File: config.mk
export PLATFORM = sky130hd
export DESIGN_NAME = crossing_sequencer_flat
export DESIGN_NICKNAME = d
export VERILOG_FILES = /design/src/rtl/crossing_sequencer_pkg.sv /design/src/rtl/crossing_sequencer_if.sv /design/src/rtl/crossing_sequencer_bcd_countdown.sv /design/src/rtl/crossing_sequencer.sv /design/src/flat_wrapper.sv
export SDC_FILE = /design/constraint.sdc
export NUM_CORES = 1
export LEC_CHECK = 0
export ABC_AREA = 1
export CORE_MARGIN = 2
export CORE_UTILIZATION = 35
export CTS_CLUSTER_SIZE = 14
export DETAILED_ROUTE_END_ITERATION = 10
export GPL_TIMING_DRIVEN = 0
export HOLD_SLACK_MARGIN = 0.08
export RECOVER_POWER = 25
export SLEW_MARGIN = 20
export SYNTH_ARGS = -nofsm -noshare
export SYNTH_HDL_FRONTEND = slang
export SYNTH_SLANG_ARGS = --single-unit
File: constraint.sdc
create_clock -name clk_1kHz -period 5.31 [get_ports clk_1kHz]
set_input_delay 1.062 -clock clk_1kHz [delete_from_list [all_inputs] [get_ports clk_1kHz]]
set_output_delay 1.062 -clock clk_1kHz [all_outputs]
set_load 0.005 [all_outputs]
File: src/rtl/crossing_sequencer_pkg.sv
// crossing_sequencer_pkg: shared state codes, bank constants and start-time helpers
package crossing_sequencer_pkg;

    localparam logic [2:0] S_IDLE  = 3'd0;
    localparam logic [2:0] S_PLAY  = 3'd1;
    localparam logic [2:0] S_CROSS = 3'd2;
    localparam logic [2:0] S_CHECK = 3'd3;
    localparam logic [2:0] S_WIN   = 3'd4;
    localparam logic [2:0] S_LOSE  = 3'd5;

    localparam logic [1:0] GS_FAIL    = 2'd0;
    localparam logic [1:0] GS_SUCCESS = 2'd1;
    localparam logic [1:0] GS_PLAYING = 2'd2;
    localparam logic [1:0] GS_IDLE    = 2'd3;

    localparam logic LEFT  = 1'b0;
    localparam logic RIGHT = 1'b1;

    localparam int T_EASY_DEF = 60;
    localparam int T_MED_DEF  = 40;
    localparam int T_HARD_DEF = 20;

    typedef enum logic [1:0] {P_NONE, P_CAT, P_DOG, P_MOUSE} pick_t;

    // seconds (0..99) to packed {tens, ones} BCD
    function automatic logic [7:0] to_bcd(input int t);
        logic [3:0] tn;
        logic [3:0] on;
        tn = 4'(t / 10);
        on = 4'(t % 10);
        return {tn, on};
    endfunction

    function automatic logic [1:0] state_code(input logic [2:0] s);
        return (s == S_WIN)  ? GS_SUCCESS :
               (s == S_LOSE) ? GS_FAIL :
               (s == S_IDLE) ? GS_IDLE : GS_PLAYING;
    endfunction

endpackage

File: src/rtl/crossing_sequencer_if.sv
// crossing_sequencer_if: control inputs and display-facing outputs of the game sequencer
interface crossing_sequencer_if;
    logic       tick_4Hz;
    logic       tick_1Hz;
    logic       start;
    logic [1:0] difficulty;
    logic       sel_cat;
    logic       sel_dog;
    logic       sel_mouse;
    logic       go;
    logic       cat_position;
    logic       dog_position;
    logic       mouse_position;
    logic       canoe_position;
    logic       cat_crossing;
    logic       dog_crossing;
    logic       mouse_crossing;
    logic       canoe_crossing;
    logic [3:0] cnt_canoe;
    logic [3:0] ones;
    logic [3:0] tens;
    logic [1:0] game_state;

    modport master (
        output tick_4Hz, tick_1Hz, start, difficulty, sel_cat, sel_dog, sel_mouse, go,
        input  cat_position, dog_position, mouse_position, canoe_position,
               cat_crossing, dog_crossing, mouse_crossing, canoe_crossing,
               cnt_canoe, ones, tens, game_state
    );

    modport slave (
        input  tick_4Hz, tick_1Hz, start, difficulty, sel_cat, sel_dog, sel_mouse, go,
        output cat_position, dog_position, mouse_position, canoe_position,
               cat_crossing, dog_crossing, mouse_crossing, canoe_crossing,
               cnt_canoe, ones, tens, game_state
    );
endinterface

File: src/rtl/crossing_sequencer_bcd_countdown.sv
// bcd_countdown: two-digit BCD down counter that saturates at 00
module bcd_countdown (
    input  logic       clk,
    input  logic       rst,
    input  logic       load,
    input  logic [3:0] load_ones,
    input  logic [3:0] load_tens,
    input  logic       en,
    input  logic       tick,
    output logic [3:0] ones,
    output logic [3:0] tens,
    output logic       zero
);
    assign zero = (ones == 4'd0) && (tens == 4'd0);

    // load wins over counting; ones borrows from tens, and 00 holds
    always_ff @(posedge clk or posedge rst) begin
        if (rst) begin
            ones <= 4'd0;
            tens <= 4'd0;
        end else if (load) begin
            ones <= load_ones;
            tens <= load_tens;
        end else if (en && tick && !zero) begin
            ones <= (ones == 4'd0) ? 4'd9 : ones - 4'd1;
            tens <= (ones == 4'd0) ? tens - 4'd1 : tens;
        end
    end
endmodule

File: src/rtl/crossing_sequencer.sv
// crossing_sequencer: river-crossing game FSM owning piece positions, canoe animation and timer
module crossing_sequencer
    import crossing_sequencer_pkg::*;
#(
    parameter int CROSS_STEPS = 8,
    parameter int T_EASY      = T_EASY_DEF,
    parameter int T_MED       = T_MED_DEF,
    parameter int T_HARD      = T_HARD_DEF
) (
    input logic                 clk_1kHz,
    input logic                 rst,
    crossing_sequencer_if.slave bus
);
    localparam logic [7:0] BCD_EASY = to_bcd(T_EASY);
    localparam logic [7:0] BCD_MED  = to_bcd(T_MED);
    localparam logic [7:0] BCD_HARD = to_bcd(T_HARD);
    localparam logic [3:0] LAST_STEP = 4'(CROSS_STEPS - 1);

    logic [2:0] state, state_n;
    logic [1:0] gs;
    logic       cat_pos, dog_pos, mouse_pos, canoe_pos;
    logic       cat_x, dog_x, mouse_x, canoe_x;
    logic [3:0] cnt;
    pick_t      pick;
    logic       any_sel, pick_here, unsafe, win, active, last_tick, zero, load;
    logic [7:0] load_val;

    // passenger choice, bank safety and the next FSM state
    always_comb begin
        pick      = bus.sel_cat ? P_CAT : bus.sel_dog ? P_DOG : bus.sel_mouse ? P_MOUSE : P_NONE;
        any_sel   = (pick != P_NONE);
        pick_here = (pick == P_CAT)   ? (cat_pos == canoe_pos) :
                    (pick == P_DOG)   ? (dog_pos == canoe_pos) :
                    (pick == P_MOUSE) ? (mouse_pos == canoe_pos) : 1'b0;
        unsafe    = (cat_pos != canoe_pos) && ((dog_pos == cat_pos) || (mouse_pos == cat_pos));
        win       = (cat_pos == RIGHT) && (dog_pos == RIGHT) && (mouse_pos == RIGHT) && (canoe_pos == RIGHT);
        active    = (state == S_PLAY) || (state == S_CROSS) || (state == S_CHECK);
        last_tick = bus.tick_4Hz && (cnt == LAST_STEP);
        state_n   = state;
        if (!bus.start)
            state_n = S_IDLE;
        else if (state == S_IDLE)
            state_n = S_PLAY;
        else if (state == S_PLAY)
            state_n = zero ? S_LOSE : (bus.go && !any_sel) ? S_CROSS : S_PLAY;
        else if (state == S_CROSS)
            state_n = zero ? S_LOSE : last_tick ? S_CHECK : S_CROSS;
        else if (state == S_CHECK)
            state_n = unsafe ? S_LOSE : win ? S_WIN : zero ? S_LOSE : S_PLAY;
    end

    assign load     = (state == S_IDLE) && (state_n == S_PLAY);
    assign load_val = (bus.difficulty == 2'd0) ? BCD_EASY :
                      (bus.difficulty == 2'd1) ? BCD_MED : BCD_HARD;

    bcd_countdown u_timer (
        .clk       (clk_1kHz),
        .rst       (rst),
        .load      (load),
        .load_ones (load_val[3:0]),
        .load_tens (load_val[7:4]),
        .en        (active && bus.start),
        .tick      (bus.tick_1Hz),
        .ones      (bus.ones),
        .tens      (bus.tens),
        .zero      (zero)
    );

    // pieces only move on legal transitions so a terminal or idle state freezes them
    always_ff @(posedge clk_1kHz or posedge rst) begin
        if (rst) begin
            state     <= S_IDLE;
            gs        <= GS_IDLE;
            cat_pos   <= LEFT;
            dog_pos   <= LEFT;
            mouse_pos <= LEFT;
            canoe_pos <= LEFT;
            cat_x     <= 1'b0;
            dog_x     <= 1'b0;
            mouse_x   <= 1'b0;
            canoe_x   <= 1'b0;
            cnt       <= 4'd0;
        end else begin
            state <= state_n;
            gs    <= state_code(state_n);
            if (load) begin
                cat_pos   <= LEFT;
                dog_pos   <= LEFT;
                mouse_pos <= LEFT;
                canoe_pos <= LEFT;
                cat_x     <= 1'b0;
                dog_x     <= 1'b0;
                mouse_x   <= 1'b0;
                canoe_x   <= 1'b0;
                cnt       <= 4'd0;
            end else if (state == S_PLAY && state_n == S_PLAY && pick_here) begin
                cat_x   <= (pick == P_CAT) && !cat_x;
                dog_x   <= (pick == P_DOG) && !dog_x;
                mouse_x <= (pick == P_MOUSE) && !mouse_x;
            end else if (state == S_PLAY && state_n == S_CROSS) begin
                canoe_x <= 1'b1;
                cnt     <= 4'd0;
            end else if (state == S_CROSS && state_n == S_CHECK) begin
                canoe_pos <= ~canoe_pos;
                cat_pos   <= cat_pos ^ cat_x;
                dog_pos   <= dog_pos ^ dog_x;
                mouse_pos <= mouse_pos ^ mouse_x;
                cat_x     <= 1'b0;
                dog_x     <= 1'b0;
                mouse_x   <= 1'b0;
                canoe_x   <= 1'b0;
                cnt       <= 4'd0;
            end else if (state == S_CROSS && state_n == S_CROSS && bus.tick_4Hz) begin
                cnt <= cnt + 4'd1;
            end
        end
    end

    assign bus.cat_position   = cat_pos;
    assign bus.dog_position   = dog_pos;
    assign bus.mouse_position = mouse_pos;
    assign bus.canoe_position = canoe_pos;
    assign bus.cat_crossing   = cat_x;
    assign bus.dog_crossing   = dog_x;
    assign bus.mouse_crossing = mouse_x;
    assign bus.canoe_crossing = canoe_x;
    assign bus.cnt_canoe      = cnt;
    assign bus.game_state     = gs;
endmodule

File: src/flat_wrapper.sv
// flat-port wrapper written by rule: the top's interface ports become plain ports
module crossing_sequencer_flat import crossing_sequencer_pkg::*;
#(
    parameter int CROSS_STEPS = 8,
    parameter int T_EASY      = T_EASY_DEF,
    parameter int T_MED       = T_MED_DEF,
    parameter int T_HARD      = T_HARD_DEF
)
  (clk_1kHz, rst, bus_tick_4Hz, bus_tick_1Hz, bus_start, bus_difficulty, bus_sel_cat, bus_sel_dog, bus_sel_mouse, bus_go, bus_cat_position, bus_dog_position, bus_mouse_position, bus_canoe_position, bus_cat_crossing, bus_dog_crossing, bus_mouse_crossing, bus_canoe_crossing, bus_cnt_canoe, bus_ones, bus_tens, bus_game_state);
  crossing_sequencer_if bus_i ();
  input logic clk_1kHz;
  input logic rst;
  input wire logic [$bits(bus_i.tick_4Hz)-1:0] bus_tick_4Hz;
  input wire logic [$bits(bus_i.tick_1Hz)-1:0] bus_tick_1Hz;
  input wire logic [$bits(bus_i.start)-1:0] bus_start;
  input wire logic [$bits(bus_i.difficulty)-1:0] bus_difficulty;
  input wire logic [$bits(bus_i.sel_cat)-1:0] bus_sel_cat;
  input wire logic [$bits(bus_i.sel_dog)-1:0] bus_sel_dog;
  input wire logic [$bits(bus_i.sel_mouse)-1:0] bus_sel_mouse;
  input wire logic [$bits(bus_i.go)-1:0] bus_go;
  output wire logic [$bits(bus_i.cat_position)-1:0] bus_cat_position;
  output wire logic [$bits(bus_i.dog_position)-1:0] bus_dog_position;
  output wire logic [$bits(bus_i.mouse_position)-1:0] bus_mouse_position;
  output wire logic [$bits(bus_i.canoe_position)-1:0] bus_canoe_position;
  output wire logic [$bits(bus_i.cat_crossing)-1:0] bus_cat_crossing;
  output wire logic [$bits(bus_i.dog_crossing)-1:0] bus_dog_crossing;
  output wire logic [$bits(bus_i.mouse_crossing)-1:0] bus_mouse_crossing;
  output wire logic [$bits(bus_i.canoe_crossing)-1:0] bus_canoe_crossing;
  output wire logic [$bits(bus_i.cnt_canoe)-1:0] bus_cnt_canoe;
  output wire logic [$bits(bus_i.ones)-1:0] bus_ones;
  output wire logic [$bits(bus_i.tens)-1:0] bus_tens;
  output wire logic [$bits(bus_i.game_state)-1:0] bus_game_state;
  assign bus_i.tick_4Hz = bus_tick_4Hz;
  assign bus_i.tick_1Hz = bus_tick_1Hz;
  assign bus_i.start = bus_start;
  assign bus_i.difficulty = bus_difficulty;
  assign bus_i.sel_cat = bus_sel_cat;
  assign bus_i.sel_dog = bus_sel_dog;
  assign bus_i.sel_mouse = bus_sel_mouse;
  assign bus_i.go = bus_go;
  assign bus_cat_position = bus_i.cat_position;
  assign bus_dog_position = bus_i.dog_position;
  assign bus_mouse_position = bus_i.mouse_position;
  assign bus_canoe_position = bus_i.canoe_position;
  assign bus_cat_crossing = bus_i.cat_crossing;
  assign bus_dog_crossing = bus_i.dog_crossing;
  assign bus_mouse_crossing = bus_i.mouse_crossing;
  assign bus_canoe_crossing = bus_i.canoe_crossing;
  assign bus_cnt_canoe = bus_i.cnt_canoe;
  assign bus_ones = bus_i.ones;
  assign bus_tens = bus_i.tens;
  assign bus_game_state = bus_i.game_state;
  crossing_sequencer #(.CROSS_STEPS(CROSS_STEPS), .T_EASY(T_EASY), .T_MED(T_MED), .T_HARD(T_HARD)) u_core (.clk_1kHz(clk_1kHz), .rst(rst), .bus(bus_i));
endmodule
* Word level (Yosys, flattened, before mapping)
Index checks and enable logic that the tools add are counted.
** Word-level totals
- Flip-flop bits (word level) :: 25
- Latch bits :: 0
- Memory bits (writable) :: 0
- ROM bits :: 0
- Input bits :: 11
- Output and inout port bits :: 22
- Logic and storage cells :: 148
- Memories kept :: 0
** Operators by class
- $add $sub $neg :: 3
- Multipliers :: 0
- Div/mod/pow operators :: 0
- $lt $le $gt $ge :: 0
- Eq/ne operators :: 22
- Shift-type cells :: 0
- Mux-type cells :: 61
- Bitwise logic cells :: 4
- Reductions and logical operators :: 45
** Operators with widths (count)
- $mux W4 :: 11
- $mux W1 :: 32
- $mux W3 :: 10
- $logic_and A1 B1 Y1 :: 20
- $eq A3 B2 Y1 const B :: 4
- $mux W2 :: 6
- $logic_not A4 Y1 :: 2
- $mux W8 :: 1
- $reduce_and A2 Y1 :: 4
- $reduce_bool A2 Y1 :: 4
- $sub A4 B1 Y4 const B :: 2
- $mux W7 :: 1
- $eq A3 B1 Y1 const B :: 2
- $eq A3 B3 Y1 const B :: 2
- $logic_not A3 Y1 :: 2
- $reduce_bool A3 Y1 :: 2
- $eq A1 B1 Y1 :: 5
- $logic_not A1 Y1 :: 5
- $add A4 B1 Y4 const B :: 1
- $eq A2 B1 Y1 const B :: 2
- $eq A2 B2 Y1 const B :: 2
- $eq A4 B3 Y1 const B :: 1
- $ne A2 B1 Y1 const B :: 2
- $reduce_bool A4 Y1 :: 1
- other kinds (7) :: 11

* Logic depth before layout (Yosys ltp)
- Word-level depth :: 19
- Gate-level depth with buffers :: 15
- Gate-level depth less buffers :: 15

* Hierarchy
From an unflattened synthesis, not the netlist that was laid out.
** Unflattened totals
- Cell total of the unflattened synthesis :: 243
- Area total of the unflattened synthesis :: 1773.0 µm²
** By module, submodules not included
- crossing_sequencer :: instances 1, cells each 150, area each 1124.8 µm², sequential area each 427.9 µm²
- bcd_countdown :: instances 1, cells each 93, area each 648.1 µm², sequential area each 200.2 µm²

* Worst setup path before layout
OpenSTA, ideal clock, no wires.
- Path kind :: input to register
- Start :: in bus_sel_cat
- End :: reg u_core.cnt[0] (netlist: u_core.bus.cnt_canoe[0])
- Setup time :: 119 ps
- Arrival :: 2080 ps
- Data required time :: 5191 ps
- Path slack :: 3111 ps
- Stages :: 10
- Path buffers :: 0
- Path through :: inv_1 -> nand2_1 -> nor2_1 -> nand2_1 -> nand2_1 -> nand3_2 -> nor2_1 -> nand3_1 -> nand4_1 -> nand2_1
** Between the ends
- Longest elaborated chain between the ends :: 15
- Elaborated cells between the ends (all ways) :: 32
- Classes of those cells :: eq/ne: 7; mux: 13; reduce/logical: 12
** RTL lines
- start, declared :: RTL line flat_wrapper.sv:17 : input wire logic [$bits(bus_i.sel_cat)-1:0] bus_sel_cat;
- $mux W2 (*) :: RTL line crossing_sequencer.sv:30 : pick = bus.sel_cat ? P_CAT : bus.sel_dog ? P_DOG : bus.sel_mouse ? P_MOUSE : P_NONE;
- $reduce_bool A2 Y1 :: RTL line crossing_sequencer.sv:31 : any_sel = (pick != P_NONE);
- $logic_not A1 Y1 :: RTL line crossing_sequencer.sv:45 : state_n = zero ? S_LOSE : (bus.go && !any_sel) ? S_CROSS : S_PLAY;
- $logic_and A1 B1 Y1 :: RTL line crossing_sequencer.sv:45
- $mux W2 :: RTL line crossing_sequencer.sv:45
- $mux W3 :: RTL line crossing_sequencer.sv:45
- $mux W3 :: RTL line crossing_sequencer.sv:44 : else if (state == S_PLAY)
- $mux W3 :: RTL line crossing_sequencer.sv:42 : else if (state == S_IDLE)
- $mux W3 :: RTL line crossing_sequencer.sv:40 : if (!bus.start)
- $eq A3 B2 Y1 :: RTL line crossing_sequencer.sv:103 : end else if (state == S_CROSS && state_n == S_CHECK) begin
- $logic_and A1 B1 Y1 :: RTL line crossing_sequencer.sv:103
- $mux W4 :: RTL line crossing_sequencer.sv:103
- $mux W4 :: RTL line crossing_sequencer.sv:100 : end else if (state == S_PLAY && state_n == S_CROSS) begin
- $mux W4 :: RTL line crossing_sequencer.sv:96 : end else if (state == S_PLAY && state_n == S_PLAY && pick_here) begin
- $mux W4 :: RTL line crossing_sequencer.sv:86 : if (load) begin
- end signal, assigned :: RTL line crossing_sequencer.sv:114 : cnt <= cnt + 4'd1;
- end, declared :: RTL line crossing_sequencer.sv:23 : logic [3:0] cnt;
Mark *: on every way between the ends. The rest lies on a longest branch, timed or not. The select of a mux whose other input is x is not followed.
A chain may end at the register's enable or synchronous reset.

* Worst setup path after layout
Same ends and word-level chain as after synthesis.

==> summary.txt <==
Run
  – MaxCap Viol Count: 0

Critical path
  – CP delay by family, top: simple AND/OR/NAND/NOR gates
  – Crit-path slowest cell: clkdlybuf4s50_1
  – CP Capture Type: flop
  – CP cell instances: clkdlybuf4s50_1, inv_1, nand2_1, nor2_1, nand2_1, nand2_1, nand3_2, nor2_1, nand3_1, nand4_1, nand2_1
  – Setup crit start kind: primary input
  – Crit Path Max Fanout: 6
  – Critical path data required time: 5500 ps
  – Worst path bufs/invs: 2
  – Critical path class: primary input to flop
  – Max stage delay on crit path: 420 ps
  – Critical Path AT: ~2700 ps
  – Most used cell, CP: nand2_1

Clock tree
  – Clock Sinks: 25
  – Setup repair bufs after CTS: 0
  – CTS tree: done
  – Hold_buf cts: 0
  – Num CTS Buffers: 3
  – Root Buffer: clkbuf_8
  – Worst skew pair latency: 290 ps
  – H-tree Lvls: 1
  – CTS clk-pin slew, worst paths: between 100 and 150 ps
  – Post_cts resized: 0
  – Max clock buf depth: 2

Status
  – Run status: finished, final reports clean

STA
  – Setup Skew: approximately 13 ps
  – Post-route minimum period: approximately 2500 ps
  – TNS Setup: 0 ps
  – Hold WS: 497.7 ps
  – RSZ-0062 raised after global routing: false
  – Tightest Pin Transition: 979.7 ps
  – Crit share post-route: 0.4754
  – Fin. max-slew vios: 0
  – Highest clock rate: slightly below 400 MHz
  – Final Hold Viols: 0
  – Max_slew headroom: 0.3462
  – Final setup fails: 0

Die
  – Initial Utilization: 0.3655
  – Area of the core: 0.004786 mm²
  – Die area: 0.005579 mm²
  – Chip width: ~75 µm
  – I/O Pins: 33
  – Die height: 74.70 µm
  – Rows: 25

Cells and area
  – Fillers: 501
  – Fin util: 0.4604
  – Layout Nets: 286
  – Diodes inserted: 0
  – Share of cells above drive strength 1: 0.1306
  – Area Growth Syn to Fin: 25.97%

Drt
  – Routed wire per std cell: between 10 and 15 µm
  – Drt via density: 4.570
  – Post-Route WL: 3649 µm
  – Drt first pass iters: 4
  – Vias: around 1.5k
  – Final ANT Viol Nets: 0
  – Iter 0 DRT Violations: 52
  – DR DRC count: 0

Synth
  – Post-Syn Instances: 232
  – Xor/xnor cell area share of the yosys netlist: 0.04506
  – Simple-Gate Fraction of Synth Area: 0.3934
  – Mapped Area: 0.001749 mm²
  – Syn nets: 249
  – Complex-gate fraction of the synthesized area: 0.06223
  – Largest family of logic cells by synthesized area: simple AND/OR/NAND/NOR gates
  – Yosys reg bits: 25
  – Adder-cell area share of the yosys netlist: 0.04292
  – Syn_area_per_cell: 7.540 µm²
  – Synth cell types: 29
  – Ys Warns: 0
  – Post-synthesis mux area share: 0
  – Post-synthesis sequential area ratio: 0.3591

Hold path
  – Worst Hold Class: flop to flop

Pwr
  – Leak: 1.113 nW
  – Tot Pwr: roughly 1.0 mW
  – Pwr Density: about 480 mW/mm²
  – Worst IR Drop VDD: just over 0.0002 V

Global routing
  – Vias in the first global route: roughly 1.4k
  – Largest net degree at the start of global routing: 26
  – Gr usage total: 0.1447
  – Antenna violations before repair: 0
  – First-pass GRT wire length: ~6200 µm
  – Global route overflow: 0

Place
  – IO Port Bufs: 32
  – Gp weighted congestion: 0.8003
  – DP HPWL: 2834 µm
==> final timing paths <==
path	slack [ps]	endpoint	from	cells after the start
max	2790	u_core.bus.cnt_canoe[0]	bus_sel_cat	11
min	500	u_core.bus.canoe_crossing	u_core.bus.canoe_crossing	2
max reg2reg	3320	u_core.u_timer.ones[1]	u_core.u_timer.ones[0]	13
min reg2reg	500	u_core.bus.canoe_crossing	u_core.bus.canoe_crossing	2
max in group asynchronous	3270	u_core.u_timer.ones[3]	rst	2
min in group asynchronous	1430	u_core.bus.cat_position	rst	2
==> cells in the mapped netlist <==
master     n  share of area
o211ai_4   1          0.012
nor2_8     1          0.011
dfstp_2    2          0.030
dfrtp_1   23           0.33
nand3_1   24          0.069
or2_2      1         0.0036
xnor2_1    2          0.010
a21boi_0   1         0.0043
o21ai_1    3         0.0086
nand2_4    2          0.013
buf_6      3          0.019
ha_1       6          0.043
clkinv_1   2         0.0043
nand2_2    4          0.014
buf_2      1         0.0029
a21oi_1    1         0.0029
inv_2      5          0.011
nand4_4    1          0.012
xor2_1     7          0.035
nand4_1    8          0.029
inv_1     28          0.060
o21ai_0    6          0.017
nand3_2    3          0.017
nor2_2     2         0.0072
o211ai_1   4          0.017
nor3_1     1         0.0029
nor2_1    18          0.039
nand2_1   67           0.14
nor2_4     5          0.032
==> logic make-up after synthesis <==
kind of cell,after synthesis
flip-flops,25
AND/OR/NAND/NOR,137
AO/OA/AOI/OAI,16
XOR/XNOR,9
buffers and inverters,39
adder cells (fa/ha/maj),6
==> flip-flops by register name, indices dropped and copies added (netlist names), 2 cells and up <==
signal	cells
u_core.bus.cnt_canoe	4
u_core.u_timer.ones	4
u_core.u_timer.tens	4
u_core.state	3
u_core.bus.game_state	2
==> worst reg2reg max path, cell delays in order, from the launching register on <==
cell and delay, ps:
dfrtp_1 430, inv_1 100, ha_1 190, nand2_4 80
nor2_8 130, nand2_4 90, nand3_1 70, nand2_1 100
nor2_4 200, nand4_4 150, inv_1 150, nor2_1 80
nand2_1 70, nand2_1 50
==> through the flow <==
step	instances	worst slack (ps)	instance area, µm²
detailed placement	331	2464	2153
CTS	335	2790	2203
finish	335	2785	2203
global route	335	2524	2203
floorplan	232	3111	1749
global placement	331	2458	2153
==> cells in the final DEF (no fill, tap or decap), types with 2 or more instances in the layout <==
master / netlist / layout
nand2_1: 67 / 67
clkdlybuf4s50_1: 0 / 31
inv_1: 28 / 28
nand3_1: 24 / 24
dfrtp_1: 23 / 23
nor2_1: 18 / 18
nand4_1: 8 / 8
xor2_1: 7 / 7
o21ai_0: 6 / 6
ha_1: 6 / 6
inv_2: 5 / 5
nor2_4: 5 / 5
nand2_2: 4 / 4
o211ai_1: 4 / 4
buf_6: 3 / 3
nand3_2: 3 / 3
o21ai_1: 3 / 3
clkbuf_8: 0 / 3
nand2_4: 2 / 2
nor2_2: 2 / 2
clkinv_1: 2 / 2
xnor2_1: 2 / 2
dfstp_2: 2 / 2
==> power breakdown <==
group	switching [mW]	total [mW]	leakage (nW)	internal (mW)
Combinational	0.336	0.609	0.760	0.273
Clock	0.0720	0.127	0.0261	0.0553
Sequential	0.0620	0.313	0.327	0.251
==> per-layer routing <==
metal | GRT usage | vias to the layer above | wire length (µm)
li1 | - | 808 | -
met2 | 0.2478 | 29 | 1740
met4 | 0.03571 | 0 | 36
met1 | 0.1888 | 690 | 1725
met3 | 0.02811 | 4 | 147
met5 | 0 | - | 0
==> final cells by class <==
class                   count  area (µm²)  area share
repair buffers             32       320.3      0.1454
well taps                  67       83.83     0.03805
clock inverters             1       8.758    0.003975
flip-flops and latches     25       628.1      0.2851
multi-input cells         168       950.9      0.4316
clock buffers               3       41.29     0.01874
plain buffers               4       38.79     0.01760
inverters                  35       131.4     0.05963
No activity file was read; power rests on OpenSTA's default activity.
